<file path="src/rtl/apple_bus_capture_pkg.sv">
// Shared types, default sample offsets and the bitwise majority voter for the bus capture block.
package apple_bus_capture_pkg;

   // Offsets that suit a 54 MHz logic clock against a 1.02 MHz bus clock.
   localparam int unsigned DefAddrCount = 18;
   localparam int unsigned DefDataCount = 15;

   // Widest data bus the voter handles; narrower buses are zero-extended into it.
   localparam int unsigned VoteWidth = 64;

   // Record layout for the default 16-bit address / 8-bit data geometry.
   typedef struct packed {
      logic        rw_n;
      logic [15:0] addr;
      logic [7:0]  data;
   } bus_rec_t;

   function automatic logic [VoteWidth-1:0] majority3(input logic [VoteWidth-1:0] a,
                                                      input logic [VoteWidth-1:0] b,
                                                      input logic [VoteWidth-1:0] c);
      return (a & b) | (a & c) | (b & c);
   endfunction

endpackage

</file>
<file path="src/rtl/apple_bus_capture_if.sv">
// Record drain port: valid/ready handshake plus head record and FIFO occupancy.
interface apple_bus_capture_if #(
   parameter int unsigned REC_WIDTH   = 25,
   parameter int unsigned COUNT_WIDTH = 4
);
   logic                   rec_valid;
   logic                   rec_ready;
   logic [REC_WIDTH-1:0]   rec;
   logic [COUNT_WIDTH-1:0] rec_count;

   modport master (output rec_valid, output rec, output rec_count, input rec_ready);
   modport slave  (input rec_valid, input rec, input rec_count, output rec_ready);
endinterface

</file>
<file path="src/rtl/apple_bus_capture_fifo.sv">
// Synchronous record FIFO; push and pop may coincide at any occupancy, including full.
module apple_bus_capture_fifo #(
   parameter int unsigned DEPTH = 8,
   parameter int unsigned WIDTH = 25,
   localparam int unsigned PtrW   = $clog2(DEPTH),
   localparam int unsigned CountW = PtrW + 1
) (
   input  logic              clk_i,
   input  logic              rst_i,
   input  logic              push_i,
   input  logic [WIDTH-1:0]  push_data_i,
   input  logic              pop_i,
   output logic [WIDTH-1:0]  head_o,
   output logic              valid_o,
   output logic [CountW-1:0] count_o,
   output logic              drop_o
);
   logic [WIDTH-1:0]  mem_q [DEPTH];
   logic [PtrW-1:0]   wr_ptr_q, rd_ptr_q;
   logic [CountW-1:0] count_q;
   logic              empty, full, do_push, do_pop;

   assign empty   = (count_q == '0);
   assign full    = (count_q == CountW'(DEPTH));
   assign do_pop  = pop_i && !empty;
   // A pop in the same cycle frees the slot the push lands in.
   assign do_push = push_i && (!full || do_pop);
   assign drop_o  = push_i && full && !do_pop;

   assign head_o  = mem_q[rd_ptr_q];
   assign valid_o = !empty;
   assign count_o = count_q;

   // Storage array; no reset needed since occupancy gates visibility.
   always_ff @(posedge clk_i) begin
      if (do_push) begin
         mem_q[wr_ptr_q] <= push_data_i;
      end
   end

   // Pointer and occupancy bookkeeping.
   always_ff @(posedge clk_i or posedge rst_i) begin
      if (rst_i) begin
         wr_ptr_q <= '0;
         rd_ptr_q <= '0;
         count_q  <= '0;
      end else begin
         if (do_push) wr_ptr_q <= wr_ptr_q + 1'b1;
         if (do_pop)  rd_ptr_q <= rd_ptr_q + 1'b1;
         if (do_push && !do_pop) begin
            count_q <= count_q + 1'b1;
         end else if (do_pop && !do_push) begin
            count_q <= count_q - 1'b1;
         end
      end
   end
endmodule

</file>
<file path="src/rtl/apple_bus_capture.sv">
// Apple II bus sampler: phase counter, address/data sampling, optional data vote, record FIFO.
module apple_bus_capture
   import apple_bus_capture_pkg::*;
#(
   parameter int unsigned ADDR_WIDTH   = 16,
   parameter int unsigned DATA_WIDTH   = 8,
   parameter int unsigned CNT_WIDTH    = 6,
   parameter int unsigned DATA_SAMPLES = 1,
   parameter int unsigned LATCH_READS  = 0,
   parameter int unsigned FIFO_DEPTH   = 8
) (
   input  logic                  clk_logic_i,
   input  logic                  system_reset_i,
   input  logic                  phi1_i,
   input  logic                  phi1_posedge_i,
   input  logic                  phi1_negedge_i,
   input  logic [ADDR_WIDTH-1:0] a2_a_i,
   input  logic [DATA_WIDTH-1:0] a2_d_i,
   input  logic                  a2_rw_n_i,
   input  logic [CNT_WIDTH-1:0]  cfg_addr_count_i,
   input  logic [CNT_WIDTH-1:0]  cfg_data_count_i,
   output logic [ADDR_WIDTH-1:0] addr_o,
   output logic                  rw_n_o,
   output logic [DATA_WIDTH-1:0] data_o,
   output logic                  addr_strobe_o,
   output logic                  data_strobe_o,
   apple_bus_capture_if.master   rec_if,
   output logic                  overflow_o,
   input  logic                  clear_overflow_i,
   output logic                  cycle_miss_o,
   output logic                  sleep_o
);
   localparam int unsigned RecW   = 1 + ADDR_WIDTH + DATA_WIDTH;
   localparam int unsigned CountW = $clog2(FIFO_DEPTH) + 1;
   localparam logic [CNT_WIDTH:0] LastOfs = (CNT_WIDTH + 1)'(DATA_SAMPLES - 1);
   localparam logic [CNT_WIDTH:0] CntMax  = {1'b0, {CNT_WIDTH{1'b1}}};

   logic [CNT_WIDTH-1:0]  cnt_q, addr_cfg_q, data_cfg_q, k_idx;
   logic [ADDR_WIDTH-1:0] addr_q;
   logic [DATA_WIDTH-1:0] data_q, sample0_q, sample1_q, voted;
   logic                  rw_n_q, addr_strobe_q, data_strobe_q, cycle_miss_q, overflow_q;
   logic                  addr_seen_q, data_pend_q;
   logic                  edge_strobe, cnt_max, addr_hit, data_hit, data_final, abort, push;
   logic [CNT_WIDTH:0]    cnt_ext, data_start, data_end;
   logic                  fifo_drop;

   assign edge_strobe = phi1_posedge_i | phi1_negedge_i;
   assign cnt_max     = (cnt_q == '1);
   assign cnt_ext     = {1'b0, cnt_q};
   assign data_start  = {1'b0, data_cfg_q};
   assign data_end    = data_start + LastOfs;
   assign k_idx       = cnt_q - data_cfg_q;

   // The edge-strobe cycle still carries the previous phase's count, so it never samples.
   // A saturated counter never matches either, which keeps a stalled bus from re-latching.
   assign addr_hit   = phi1_i && !edge_strobe && !cnt_max && (cnt_q == addr_cfg_q);
   // Windows ending at or past all-ones are unreachable and fall through to the abort path.
   assign data_hit   = data_pend_q && !phi1_i && !edge_strobe && (data_end < CntMax) &&
                       (cnt_ext >= data_start) && (cnt_ext <= data_end);
   assign data_final = data_hit && (cnt_ext == data_end);
   assign abort      = edge_strobe && data_pend_q;
   assign push       = data_final && addr_seen_q;

   // The last sample is taken straight from the bus in the final cycle.
   assign voted = (DATA_SAMPLES == 3)
                  ? DATA_WIDTH'(majority3(VoteWidth'(sample0_q), VoteWidth'(sample1_q),
                                          VoteWidth'(a2_d_i)))
                  : a2_d_i;

   // Phase counter: restarts on every phi1 edge, saturates when the bus clock stops.
   always_ff @(posedge clk_logic_i or posedge system_reset_i) begin
      if (system_reset_i) begin
         cnt_q <= '1;
      end else if (edge_strobe) begin
         cnt_q <= '0;
      end else if (!cnt_max) begin
         cnt_q <= cnt_q + 1'b1;
      end
   end

   // Offsets are taken once per bus cycle so a mid-cycle change cannot split a cycle.
   always_ff @(posedge clk_logic_i or posedge system_reset_i) begin
      if (system_reset_i) begin
         addr_cfg_q <= CNT_WIDTH'(DefAddrCount);
         data_cfg_q <= CNT_WIDTH'(DefDataCount);
      end else if (phi1_posedge_i) begin
         addr_cfg_q <= cfg_addr_count_i;
         data_cfg_q <= cfg_data_count_i;
      end
   end

   // Address/RW capture in phi1.
   always_ff @(posedge clk_logic_i or posedge system_reset_i) begin
      if (system_reset_i) begin
         addr_q        <= '0;
         rw_n_q        <= 1'b1;
         addr_strobe_q <= 1'b0;
      end else begin
         addr_strobe_q <= addr_hit;
         if (addr_hit) begin
            addr_q <= a2_a_i;
            rw_n_q <= a2_rw_n_i;
         end
      end
   end

   // Data sampling, completion and abort tracking across the phi0 window.
   always_ff @(posedge clk_logic_i or posedge system_reset_i) begin
      if (system_reset_i) begin
         data_q        <= '0;
         sample0_q     <= '0;
         sample1_q     <= '0;
         data_strobe_q <= 1'b0;
         cycle_miss_q  <= 1'b0;
         addr_seen_q   <= 1'b0;
         data_pend_q   <= 1'b0;
      end else begin
         data_strobe_q <= data_final;
         cycle_miss_q  <= abort || (data_final && !addr_seen_q);

         if (addr_hit) begin
            addr_seen_q <= 1'b1;
         end else if (abort || data_final) begin
            addr_seen_q <= 1'b0;
         end

         // A negedge arms a new data window; any edge also ends the one in flight.
         if (phi1_negedge_i) begin
            data_pend_q <= 1'b1;
         end else if (phi1_posedge_i || data_final) begin
            data_pend_q <= 1'b0;
         end

         if (abort) begin
            sample0_q <= '0;
            sample1_q <= '0;
         end else if (data_hit && !data_final) begin
            if (k_idx == '0)                sample0_q <= a2_d_i;
            if (k_idx == CNT_WIDTH'(1))     sample1_q <= a2_d_i;
         end

         if (data_final && (!rw_n_q || (LATCH_READS != 0))) begin
            data_q <= voted;
         end
      end
   end

   // Sticky overflow; a drop in the same cycle as a clear keeps it set.
   always_ff @(posedge clk_logic_i or posedge system_reset_i) begin
      if (system_reset_i) begin
         overflow_q <= 1'b0;
      end else begin
         overflow_q <= (overflow_q && !clear_overflow_i) || fifo_drop;
      end
   end

   apple_bus_capture_fifo #(
      .DEPTH (FIFO_DEPTH),
      .WIDTH (RecW)
   ) u_fifo (
      .clk_i       (clk_logic_i),
      .rst_i       (system_reset_i),
      .push_i      (push),
      .push_data_i ({rw_n_q, addr_q, voted}),
      .pop_i       (rec_if.rec_ready),
      .head_o      (rec_if.rec),
      .valid_o     (rec_if.rec_valid),
      .count_o     (rec_if.rec_count),
      .drop_o      (fifo_drop)
   );

   assign addr_o        = addr_q;
   assign rw_n_o        = rw_n_q;
   assign data_o        = data_q;
   assign addr_strobe_o = addr_strobe_q;
   assign data_strobe_o = data_strobe_q;
   assign overflow_o    = overflow_q;
   assign cycle_miss_o  = cycle_miss_q;
   assign sleep_o       = cnt_max;

endmodule

</file>
<file path="src/flat_wrapper.sv">
// flat-port wrapper written by rule: the top's interface ports become plain ports
module apple_bus_capture_flat import apple_bus_capture_pkg::*;
#(
   parameter int unsigned ADDR_WIDTH   = 16,
   parameter int unsigned DATA_WIDTH   = 8,
   parameter int unsigned CNT_WIDTH    = 6,
   parameter int unsigned DATA_SAMPLES = 1,
   parameter int unsigned LATCH_READS  = 0,
   parameter int unsigned FIFO_DEPTH   = 8
)
  (clk_logic_i, system_reset_i, phi1_i, phi1_posedge_i, phi1_negedge_i, a2_a_i, a2_d_i, a2_rw_n_i, cfg_addr_count_i, cfg_data_count_i, addr_o, rw_n_o, data_o, addr_strobe_o, data_strobe_o, overflow_o, clear_overflow_i, cycle_miss_o, sleep_o, rec_if_rec_valid, rec_if_rec, rec_if_rec_count, rec_if_rec_ready);
  apple_bus_capture_if #(.REC_WIDTH((25)), .COUNT_WIDTH((4))) rec_if_i ();
  input  logic clk_logic_i;
  input  logic system_reset_i;
  input  logic phi1_i;
  input  logic phi1_posedge_i;
  input  logic phi1_negedge_i;
  input  logic [ADDR_WIDTH-1:0] a2_a_i;
  input  logic [DATA_WIDTH-1:0] a2_d_i;
  input  logic a2_rw_n_i;
  input  logic [CNT_WIDTH-1:0] cfg_addr_count_i;
  input  logic [CNT_WIDTH-1:0] cfg_data_count_i;
  output logic [ADDR_WIDTH-1:0] addr_o;
  output logic rw_n_o;
  output logic [DATA_WIDTH-1:0] data_o;
  output logic addr_strobe_o;
  output logic data_strobe_o;
  output logic overflow_o;
  input  logic clear_overflow_i;
  output logic cycle_miss_o;
  output logic sleep_o;
  output wire logic [$bits(rec_if_i.rec_valid)-1:0] rec_if_rec_valid;
  output wire logic [$bits(rec_if_i.rec)-1:0] rec_if_rec;
  output wire logic [$bits(rec_if_i.rec_count)-1:0] rec_if_rec_count;
  input wire logic [$bits(rec_if_i.rec_ready)-1:0] rec_if_rec_ready;
  assign rec_if_rec_valid = rec_if_i.rec_valid;
  assign rec_if_rec = rec_if_i.rec;
  assign rec_if_rec_count = rec_if_i.rec_count;
  assign rec_if_i.rec_ready = rec_if_rec_ready;
  apple_bus_capture #(.ADDR_WIDTH(ADDR_WIDTH), .DATA_WIDTH(DATA_WIDTH), .CNT_WIDTH(CNT_WIDTH), .DATA_SAMPLES(DATA_SAMPLES), .LATCH_READS(LATCH_READS), .FIFO_DEPTH(FIFO_DEPTH)) u_core (.clk_logic_i(clk_logic_i), .system_reset_i(system_reset_i), .phi1_i(phi1_i), .phi1_posedge_i(phi1_posedge_i), .phi1_negedge_i(phi1_negedge_i), .a2_a_i(a2_a_i), .a2_d_i(a2_d_i), .a2_rw_n_i(a2_rw_n_i), .cfg_addr_count_i(cfg_addr_count_i), .cfg_data_count_i(cfg_data_count_i), .addr_o(addr_o), .rw_n_o(rw_n_o), .data_o(data_o), .addr_strobe_o(addr_strobe_o), .data_strobe_o(data_strobe_o), .rec_if(rec_if_i), .overflow_o(overflow_o), .clear_overflow_i(clear_overflow_i), .cycle_miss_o(cycle_miss_o), .sleep_o(sleep_o));
endmodule
</file>
<file path="config.mk">
export PLATFORM = sky130hd
export DESIGN_NAME = apple_bus_capture_flat
export DESIGN_NICKNAME = d
export VERILOG_FILES = /design/src/rtl/apple_bus_capture_pkg.sv /design/src/rtl/apple_bus_capture_if.sv /design/src/rtl/apple_bus_capture_fifo.sv /design/src/rtl/apple_bus_capture.sv /design/src/flat_wrapper.sv
export SDC_FILE = /design/constraint.sdc
export NUM_CORES = 1
export LEC_CHECK = 0
export ABC_CLOCK_PERIOD_IN_PS = 3800
export BUFFER_PORTS_ARGS = -buffer_cell sky130_fd_sc_hd__buf_2
export CAP_MARGIN = 20
export CELL_PAD_IN_SITES_DETAIL_PLACEMENT = 1
export CELL_PAD_IN_SITES_GLOBAL_PLACEMENT = 2
export CORE_AREA = 10 10 170 172
export CTS_CLUSTER_SIZE = 14
export DETAILED_ROUTE_END_ITERATION = 7
export DIE_AREA = 0 0 180 182
export HOLD_SLACK_MARGIN = 0.03
export PLACE_DENSITY = 0.76
export SETUP_SLACK_MARGIN = 0.2
export SYNTH_ARGS = -nofsm -noshare
export SYNTH_HDL_FRONTEND = slang
export SYNTH_SLANG_ARGS = --single-unit
</file>
<file path="constraint.sdc">
create_clock -name clk_logic_i -period 3.8 [get_ports clk_logic_i]
set_input_delay 0.38 -clock clk_logic_i [delete_from_list [all_inputs] [get_ports clk_logic_i]]
set_output_delay 0.38 -clock clk_logic_i [all_outputs]
set_load 0.05 [all_outputs]
</file>
==> results of run 1 <==
-- cells by family (layout without fill, tap and decap cells) --
logic type / Yosys count / after routing
AND/OR/NAND/NOR: 64 / 64
AO/OA/AOI/OAI: 25 / 25
buffers and inverters: 32 / 179
flip-flops: 259 / 259
multiplexers: 110 / 110
XOR/XNOR: 12 / 12
adder cells (fa/ha/maj): 13 / 13
-- cells in the mapped netlist, types with 6 or more instances --
cell | n | area, sq um
o21ai_0 | 8 | 40.0
inv_1 | 10 | 37.5
ha_1 | 12 | 150
nor3_1 | 6 | 30.0
buf_2 | 7 | 35.0
dfstp_2 | 13 | 342
xnor2_1 | 8 | 70.1
mux2_4 | 9 | 135
nor2_1 | 10 | 37.5
clkbuf_1 | 12 | 45.0
nand2_1 | 17 | 63.8
edfxtp_1 | 200 | 6010
mux2_2 | 51 | 574
mux4_2 | 50 | 1130
dfrtp_1 | 46 | 1150
-- critical path: cells and delay by family (launching register included) --
family / cells / cell delay [ps]
compound gates: 4 / 1010
fa+ha+maj: 3 / 740
flops: 1 / 630
simple gates: 3 / 610
buf+inv: 1 / 160
-- final timing paths --
kind                                           startpoint                         to  slack, ps  depth (start not counted)
worst max-delay path                      u_core.cnt_q[3]   u_core.u_fifo.count_o[3]        530                         11
worst min-delay path                  cfg_data_count_i[4]       u_core.data_cfg_q[4]         80                          3
worst max register to register            u_core.cnt_q[3]   u_core.u_fifo.count_o[3]        530                         11
worst min register to register  u_core.u_fifo.rd_ptr_q[2]  u_core.u_fifo.rd_ptr_q[2]        470                          1
max in group asynchronous                  system_reset_i           u_core.data_o[3]       2690                          5
min in group asynchronous                  system_reset_i       u_core.addr_cfg_q[2]        320                          3
-- through the flow --
stage	hold WS [ps]	setup slack, ps
global placement	463	662
floorplan	470	202
detailed placement	468	523
CTS	64.0	519
finish	78.9	527
global route	69.9	370
-- flip-flops by register name (all words and copies together) (netlist names) --
name / cells
u_core.addr_cfg_q: 6
u_core.addr_strobe_o: 1
u_core.cycle_miss_o: 1
u_core.data_o: 8
u_core.data_pend_q: 1
u_core.data_strobe_o: 1
u_core.u_fifo.rd_ptr_q: 3
u_core.cnt_q: 6
u_core.addr_o: 16
u_core.u_fifo.wr_ptr_q: 3
u_core.data_cfg_q: 6
u_core.overflow_o: 1
u_core.u_fifo.count_o: 4
u_core.addr_seen_q: 1
u_core.u_fifo.mem_q: 200
u_core.rw_n_o: 1
-- routing by layer --
| layer | up-vias | part of all wire (%) |
|---|---|---|
| li1 | 2297 | - |
| met1 | 2714 | 43 |
| met4 | 0 | 1.6 |
| met2 | 133 | 49 |
| met3 | 27 | 6.3 |
| met5 | - | 0 |
-- cell type report --
type	instances	area, sq um	area share (%)
Inverter	10	37.5	0.307
Tap cell	335	419	3.42
Sequential cell	259	7500	61.3
Clock inverter	17	228	1.86
Timing Repair Buffer	120	673	5.50
Clock buffer	32	694	5.67
Multi-Input combinational cell	224	2690	21.9
-- what timing repair did --
action | CTS | global route
endpoints found under the hold margin | 1 | 9
endpoints found under the setup margin | 0 | 0
hold buffers | 1 | 1
resized for setup | 0 | 0
-- power groups by stage --
| stage | clock network [W] | registers (W) | logic, W |
|---|---|---|---|
| floorplan | 0 | 0.00346 | 0.00197 |
| finish | 0.00271 | 0.00342 | 0.00254 |
| global placement | 0 | 0.00348 | 0.00254 |
| global route | 0.00291 | 0.00346 | 0.00270 |
| detailed placement | 0 | 0.00349 | 0.00257 |
| CTS | 0.00278 | 0.00343 | 0.00259 |
==> out/metrics.yaml, run 1 <==
period_minus_slack_ps: 3270
drt_iter0_drc: 349
gp_congestion: 0.731
syn-num-nets: 572
busiest_layer: "met2"
grt_overflow: 0
grt_pass1_vias: 5832
dpl.cell_count: 945
start_util_pct: 40.2
htreeDepth: 1
max_slew.worst_pin.slew_ps: 750
grt_util_all_layers_pct: 13.4
use_met2_pct: 22.5
fin_tns_setup_ps: 0
final_nets: 699
synth_top_family_by_area: "multiplexers"
muxShareOfSynthArea_pct: 17.8
boundaryPins: 104
min_period_over_period_pct: 86.1
placed_cell_area_sq_mm: 0.0113
cts_buffers: 27
routedWlPerCell_microns: 22.5
drc: 0
port_buffers: 103
p_switching_w: 0.00287
path_cells: "ha_1 > and3_1 > and4_1 > and3_1 > ha_1 > inv_1 > ha_1 > a21o_1 > a2111oi_0 > a31oi_1 > a221o_1"
clk_latency_ps: 530
met1_usage_pct: 17.1
fmax_mhz: 306
synth_compound_area_share_pct: 1.63
area_growth_pct: 19.0
hold_class: "in2reg"
grt_pass1_wl_mm: 34.6
stdcell_area_sq_mm: 0.0122
vdd_drop_max_mv: 0.382
async_flop_share_pct: 22.8
final_cell_mix: "edfxtp_1 (200), buf_2 (103), mux2_2 (51)"
slew_violations: 0
intPower_w: 0.00580
yosys_warnings: 0
powerDensity_mw_per_mm2: 708
hpwlAfterDp_mm: 13.9
slowest_stage: "dfstp_2"
antenna_left: 0
ys_seq_elements: 259
synthXorXnorAreaFrac_pct: 1.02
max_stage_delay_ps: 630
timing.slew.headroom_pct: 50.0
endpoint_kind: "flip-flop"
fill_cells: 2409
synth.yosys.seq_area_share_pct: 72.9
p_sw_share_pct: 33.1
crit_type: "reg2reg"
cts_setup_buffers: 0
drt_pass1_iterations: 4
synth_flop_cell: "edfxtp_1"
die_w_microns: 180
avgSynthCellArea_sq_um: 20.0
syn-cell-area_sq_mm: 0.0103
die_h_microns: 182
cts_sinks: 259
setup_viol: 0
synth-simple-area-share_pct: 3.43
critPathMostFrequentCell: "ha_1"
synth_fa_ha_area_share_pct: 1.65
worstPathArrival_ps: 3680
dieArea_sq_mm: 0.0328
postSynthCellCount: 515
pwr-share-comb_pct: 29.3
routed_wl_mm: 22.4
power_w: 0.00867
cap_viol_max_count: 0
clockPowerShare_pct: 31.3
cts_max_path_buffers: 3
yosysUniqueCellTypes: 48
grt_max_degree: 47
grt_antenna_before_repair: 0
postLayoutCoreUtil_pct: 47.8
use_met3_pct: 3.18
status: "complete, no violations"
pwr-share-seq_pct: 39.5
start_kind: "flip-flop"
core_area_sq_mm: 0.0256
leakagePower_nw: 4.55
grt_setup_unrepaired: "false"
vias_per_cell: 5.19
layout-drive-gt1-share_pct: 45.2
cp_max_fo: 9
final_common_cell: "edfxtp_1"
finClkSkew_ps: 17.8
crit_required_ps: 4210
synth_edf_count: 200
num_vias: 5171
hold_viol_final: 0
clkSlewWorstSetupHoldPaths_ps: 60
num_rows: 59
cts_tree: "done"
antennaDiodeCount: 0
stdcell_count: 997
cts-root-buf: "clkbuf_16"
(Power assumes the default switching activity.)
==> run 2, diff against run 1 <==
- REMOVE_ABC_BUFFERS: unset -> 1
==> run 2 against run 1 <==
Compared with the run above: die area did not move; worst setup slack got worse by 62 ps; combinational power barely moved; count of clock-buffer cells in the layout rose by 8; final cell count rose by 0.40%; sequential share of layout area fell by 0.26 points; clock power rose by 2%; sequential power barely moved; worst hold slack got worse by 26 ps; power rose by 1.1%; register-to-register slack got worse by 60 ps; flip-flop and latch count did not move.
==> out/metrics.yaml, run 2 (synthesis results as in run 1) <==
status: "complete, no violations"
hold_class: "in2reg"
largest_reg_flops: 200  # unchanged
whs_endpoint: "u_core.overflow_o"
crit_type: "reg2reg"
gp_congestion: 0.730  # -0.18%
core_area_sq_mm: 0.0256  # unchanged
endpoint_kind: "flip-flop"
power_w: 0.00876  # +1.1%
r2r_setup_slack_ps: 470  # -60 ps
whs_path_depth: 2  # -1
intPower_w: 0.00586  # +1.1%
fmax_mhz: 300  # -1.9%
finClkSkew_ps: 11.9  # -5.96 ps
grt_max_degree: 32  # -32%
holdCritStartpoint: "clear_overflow_i"
grt_setup_unrepaired: "false"
drt_pass1_iterations: 4  # unchanged
setup_viol: 0  # unchanged
cp_max_fo: 5  # -4
htreeDepth: 1  # unchanged
antenna_left: 0  # unchanged
die_h_microns: 182  # unchanged
layout-drive-gt1-share_pct: 45.3  # +0.18 points
max_slew.worst_pin.slew_ps: 708  # -42.5 ps
period_minus_slack_ps: 3330  # +61.8 ps
grt_pass1_wl_mm: 36.4  # +5.3%
routed_wl_mm: 23.6  # +5.5%
final_cell_mix: "edfxtp_1 (200), buf_2 (103), mux2_2 (51)"
grt_util_all_layers_pct: 14.1  # +0.76 points
slowest_stage: "dfstp_2"
crit_required_ps: 4210  # about the same
stdcell_area_sq_mm: 0.0123  # +0.42%
p_switching_w: 0.00290  # +1.0%
port_buffers: 103  # unchanged
cap_viol_max_count: 0  # unchanged
vdd_drop_max_mv: 0.392  # +2.6%
cts_max_path_buffers: 3  # unchanged
slew_violations: 0  # unchanged
cts_setup_buffers: 0  # unchanged
grt_antenna_before_repair: 0  # unchanged
boundaryPins: 104  # unchanged
p_sw_share_pct: 33.1  # about the same
start_util_pct: 40.2  # unchanged
area_growth_pct: 19.5
path_cells: "inv_1 > ha_1 > and3_1 > and4_1 > and3_1 > ha_1 > inv_1 > ha_1 > a21o_1 > a2111oi_2 > a31oi_1 > a221o_1"
cts_buffers: 29  # +7.4%
hold_viol_final: 0  # unchanged
start_kind: "flip-flop"
drc: 0  # unchanged
dieArea_sq_mm: 0.0328  # unchanged
final_common_cell: "edfxtp_1"
timing.slew.headroom_pct: 52.7  # +2.8 points
reg2regPathDepth: 12  # +1
max_stage_delay_ps: 580  # -50 ps
final_nets: 702  # +0.43%
vias_per_cell: 5.27  # +1.6%
pwr-share-comb_pct: 29.0  # -0.3 points
clkSlewWorstSetupHoldPaths_ps: 60  # about the same
min_period_over_period_pct: 87.7  # +1.6 points
num_rows: 59  # unchanged
leakagePower_nw: 4.58  # +0.56%
fin_tns_setup_ps: 0  # unchanged
placed_cell_area_sq_mm: 0.0113  # +0.42%
die_w_microns: 180  # unchanged
antennaDiodeCount: 0  # unchanged
worstPathArrival_ps: 3750  # +70 ps
hpwlAfterDp_mm: 15.0  # +8.0%
clockPowerShare_pct: 31.6  # +0.3 points
cts_sinks: 259  # unchanged
num_vias: 5273  # +2.0%
regToRegStartpoint: "u_core.cnt_q[0]"
routedWlPerCell_microns: 23.6  # +5.0%
cts_tree: "done"
critPathMostFrequentCell: "ha_1"
powerDensity_mw_per_mm2: 713  # +0.63%
clk_latency_ps: 530  # about the same
reg2reg_to: "u_core.u_fifo.count_o[3]"
startpoint: "u_core.cnt_q[0]"
pwr-share-seq_pct: 39.4  # about the same
cts-root-buf: "clkbuf_16"
grt_overflow: 0  # unchanged
grt_pass1_vias: 5923  # +1.6%
regMostFlops: "u_core.u_fifo.mem_q"
drt_iter0_drc: 324  # -7.2%
run 2: worst max-delay path by stage:
stage | slack, ps | endpoint
after global routing | 270 | u_core.u_fifo.count_o[3]
after detailed placement | 450 | u_core.u_fifo.count_o[3]
after global placement | 650 | u_core.u_fifo.count_o[3]
after CTS | 410 | u_core.u_fifo.count_o[3]
final | 470 | u_core.u_fifo.count_o[3]
after floorplan | 200 | u_core.u_fifo.mem_q[0][0]
run 2: cell type report:
class,instances,area [sq um]
fillers,2399,13300
repair buffers,121,691
clock buffers,40,787
well taps,335,419
multi-input cells,224,2690
flip-flops and latches,259,7500
clock inverters,12,163
inverters,10,37.5
run 2: worst max-delay path: cells and delay by family, from the launching register on:
family | cells | cell delay, ps
adder cells (fa/ha/maj) | 3 | 800
flip-flops | 1 | 580
AO/OA/AOI/OAI | 4 | 990
buffers and inverters | 2 | 250
AND/OR/NAND/NOR | 3 | 590
run 2: power groups by stage:
stage,Combinational [W],Sequential (W),Clock [W]
final,0.00254,0.00345,0.00277
after global routing,0.00270,0.00348,0.00295
after CTS,0.00259,0.00346,0.00283
after detailed placement,0.00258,0.00351,0
after global placement,0.00254,0.00350,0
after floorplan,0.00174,0.00369,0
run 2: per-layer routing:
| layer | vias to the layer above | global-route usage, % | routed length, microns |
|---|---|---|---|
| met3 | 30 | 3.16 | 1430 |
| met2 | 146 | 24.4 | 11700 |
| li1 | 2317 | - | - |
| met1 | 2780 | 17.8 | 10100 |
| met5 | - | 0 | 0 |
| met4 | 0 | 3.21 | 389 |
run 2: stage by stage:
stage          cells  hold slack (ps)  utilization [%]  setup WS (ps)
5_1_grt         1001             40.3             48.0            272
6_report        1001             52.7             48.0            466
2_1_floorplan    493              443                -            202
3_5_place_dp     948              493             44.2            453
3_3_place_gp     948              484             44.2            651
4_1_cts         1001             32.8             48.0            409
run 2: what timing repair did:
| action | CTS | global route |
|---|---|---|
| resized for setup | 0 | 2 |
| hold endpoints to repair | 25 | 0 |
| endpoints found under the setup margin | 0 | 1 |
| hold buffers | 1 | 0 |
==> run 3, diff against run 2 <==
- PLACE_DENSITY: 0.76 -> unset
- PLACE_DENSITY_LB_ADDON: unset -> 0.1
==> run 3 against run 2 <==
Compared with the run above: critical endpoint unchanged; first-iteration DRC count shrank 9.0%; worst setup slack gained 8.8 ps; clock power is essentially flat.
==> out/metrics.yaml, run 3 (synthesis results as in run 1) <==
fin_tns_setup_ps: 0  # unchanged
pwr-share-seq_pct: 39.4  # about the same
gp_congestion: 0.722  # -1.1%
grt_setup_unrepaired: "false"
vias_per_cell: 5.19  # -1.5%
boundaryPins: 104  # unchanged
path_cells: "inv_1 > ha_1 > and4b_1 > and4_1 > and3_1 > ha_1 > inv_1 > ha_1 > a21o_1 > a2111oi_0 > a31oi_1 > a221o_1"
drt_iter0_drc: 295  # -9.0%
layout-drive-gt1-share_pct: 45.3  # -0.082 points
drt_pass1_iterations: 6  # +2
dieArea_sq_mm: 0.0328  # unchanged
cts_buffers: 28  # -3.4%
routedWlPerCell_microns: 22.8  # -3.5%
crit_type: "reg2reg"
routed_wl_mm: 22.8  # -3.6%
cts_setup_buffers: 0  # unchanged
slew_violations: 0  # unchanged
grt_pass1_vias: 5912  # -0.19%
stdcell_count: 1000  # -0.10%
p_sw_share_pct: 32.8  # -0.36 points
area_growth_pct: 19.3
hpwlAfterDp_mm: 13.9  # -7.1%
period_minus_slack_ps: 3330  # -8.81 ps
critPathMostFrequentCell: "ha_1"
hold_class: "in2reg"
max_stage_delay_ps: 540  # -40 ps
clkSlewWorstSetupHoldPaths_ps: 60  # about the same
port_buffers: 103  # unchanged
cts-root-buf: "clkbuf_16"
dpl.cell_count: 946  # -0.21%
max_slew.worst_pin.slew_ps: 852  # +144 ps
start_kind: "flip-flop"
final_cell_mix: "edfxtp_1 (200), buf_2 (103), mux2_2 (51)"
num_rows: 59  # unchanged
clockPowerShare_pct: 31.9  # +0.3 points
pwr-share-comb_pct: 28.7  # -0.3 points
slowest_stage: "dfstp_2"
cp_max_fo: 5  # unchanged
antennaDiodeCount: 0  # unchanged
setup_ws_ps: 474  # +8.81 ps
die_h_microns: 182  # unchanged
grt_overflow: 0  # unchanged
final_nets: 700  # -0.28%
fmax_mhz: 301  # +0.26%
power_w: 0.00875  # -0.19%
p_switching_w: 0.00287  # -1.3%
die_w_microns: 180  # unchanged
grt_pass1_wl_mm: 35.6  # -2.3%
num_vias: 5187  # -1.6%
core_area_sq_mm: 0.0256  # unchanged
cts_max_path_buffers: 3  # unchanged
start_util_pct: 40.2  # unchanged
cts_sinks: 259  # unchanged
setup_viol: 0  # unchanged
worstPathArrival_ps: 3740  # about the same
endpoint_kind: "flip-flop"
min_period_over_period_pct: 87.5  # -0.23 points
timing.slew.headroom_pct: 43.2  # -9.5 points
leakagePower_nw: 4.57  # -0.20%
htreeDepth: 1  # unchanged
grt_antenna_before_repair: 0  # unchanged
hold_viol_final: 0  # unchanged
regMostFlops: "u_core.u_fifo.mem_q"
vdd_drop_max_mv: 0.378  # -3.6%
grt_util_all_layers_pct: 13.7  # -0.44 points
holdWs_ps: 72.0  # +19.3 ps
powerDensity_mw_per_mm2: 713  # about the same
clk_latency_ps: 530  # about the same
final_common_cell: "edfxtp_1"
dp_slack_ps: 479  # +25.7 ps
fill_cells: 2380  # -0.79%
intPower_w: 0.00588  # +0.35%
antenna_left: 0  # unchanged
crit_required_ps: 4210  # about the same
status: "complete, no violations"
cts_tree: "done"
drc: 0  # unchanged
finClkSkew_ps: 8.73  # -3.12 ps
grt_max_degree: 32  # unchanged
largest_reg_flops: 200  # unchanged
cap_viol_max_count: 0  # unchanged
[run 3: worst paths after layout]
kind	from	end	slack [ps]	cells past startpoint
worst max-delay path	u_core.data_cfg_q[1]	u_core.u_fifo.count_o[3]	470	12
worst min-delay path	cfg_data_count_i[5]	u_core.data_cfg_q[5]	70	3
worst max register to register	u_core.data_cfg_q[1]	u_core.u_fifo.count_o[3]	470	12
worst min register to register	u_core.data_o[6]	u_core.data_o[6]	500	1
max in group asynchronous	system_reset_i	u_core.u_fifo.rd_ptr_q[0]	2310	4
min in group asynchronous	system_reset_i	u_core.data_strobe_o	510	3
[run 3: layout make-up]
cell class | count | area [sq um] | share of cell area, %
Clock buffer | 42 | 805 | 6.56
Clock inverter | 10 | 155 | 1.26
Inverter | 10 | 37.5 | 0.306
Multi-Input combinational cell | 224 | 2690 | 21.9
Sequential cell | 259 | 7500 | 61.2
Tap cell | 335 | 419 | 3.42
Timing Repair Buffer | 120 | 661 | 5.39
[run 3: power by group through the flow]
stage | Combinational, W | Sequential [W] | Clock [W]
2_1_floorplan | 0.00174 | 0.00369 | 0
3_3_place_gp | 0.00256 | 0.00350 | 0
4_1_cts | 0.00258 | 0.00346 | 0.00287
5_1_grt | 0.00268 | 0.00348 | 0.00300
6_report | 0.00251 | 0.00344 | 0.00279
3_5_place_dp | 0.00257 | 0.00351 | 0
[run 3: routing by layer]
layer,wire (microns),global-route usage [%],vias to the layer above
li1,-,-,2309
met5,0,0,-
met4,344,3.04,0
met1,9730,17.5,2738
met3,1220,2.82,25
met2,11500,23.5,115
[run 3: through the flow]
step | instance area, sq um | util (%)
6_report | 12300 | 47.9
5_1_grt | 12300 | 47.9
4_1_cts | 12300 | 47.9
3_5_place_dp | 11300 | 44.1
3_3_place_gp | 11300 | 44.1
2_1_floorplan | 10200 | -
[run 3: worst max-delay path, delay by kind of cell, from the launching register on]
family	cells	cell delay [ps]
AO/OA/AOI/OAI	4	1040
adder cells (fa/ha/maj)	3	760
AND/OR/NAND/NOR	3	650
flip-flops	1	540
buffers and inverters	2	220
[run 3: what timing repair did]
action                                  in CTS  in global routing
hold buffers                                 2                  0
gates resized for setup                      0                  0
endpoints found under the setup margin       0                  0
hold endpoints to repair                    18                  0
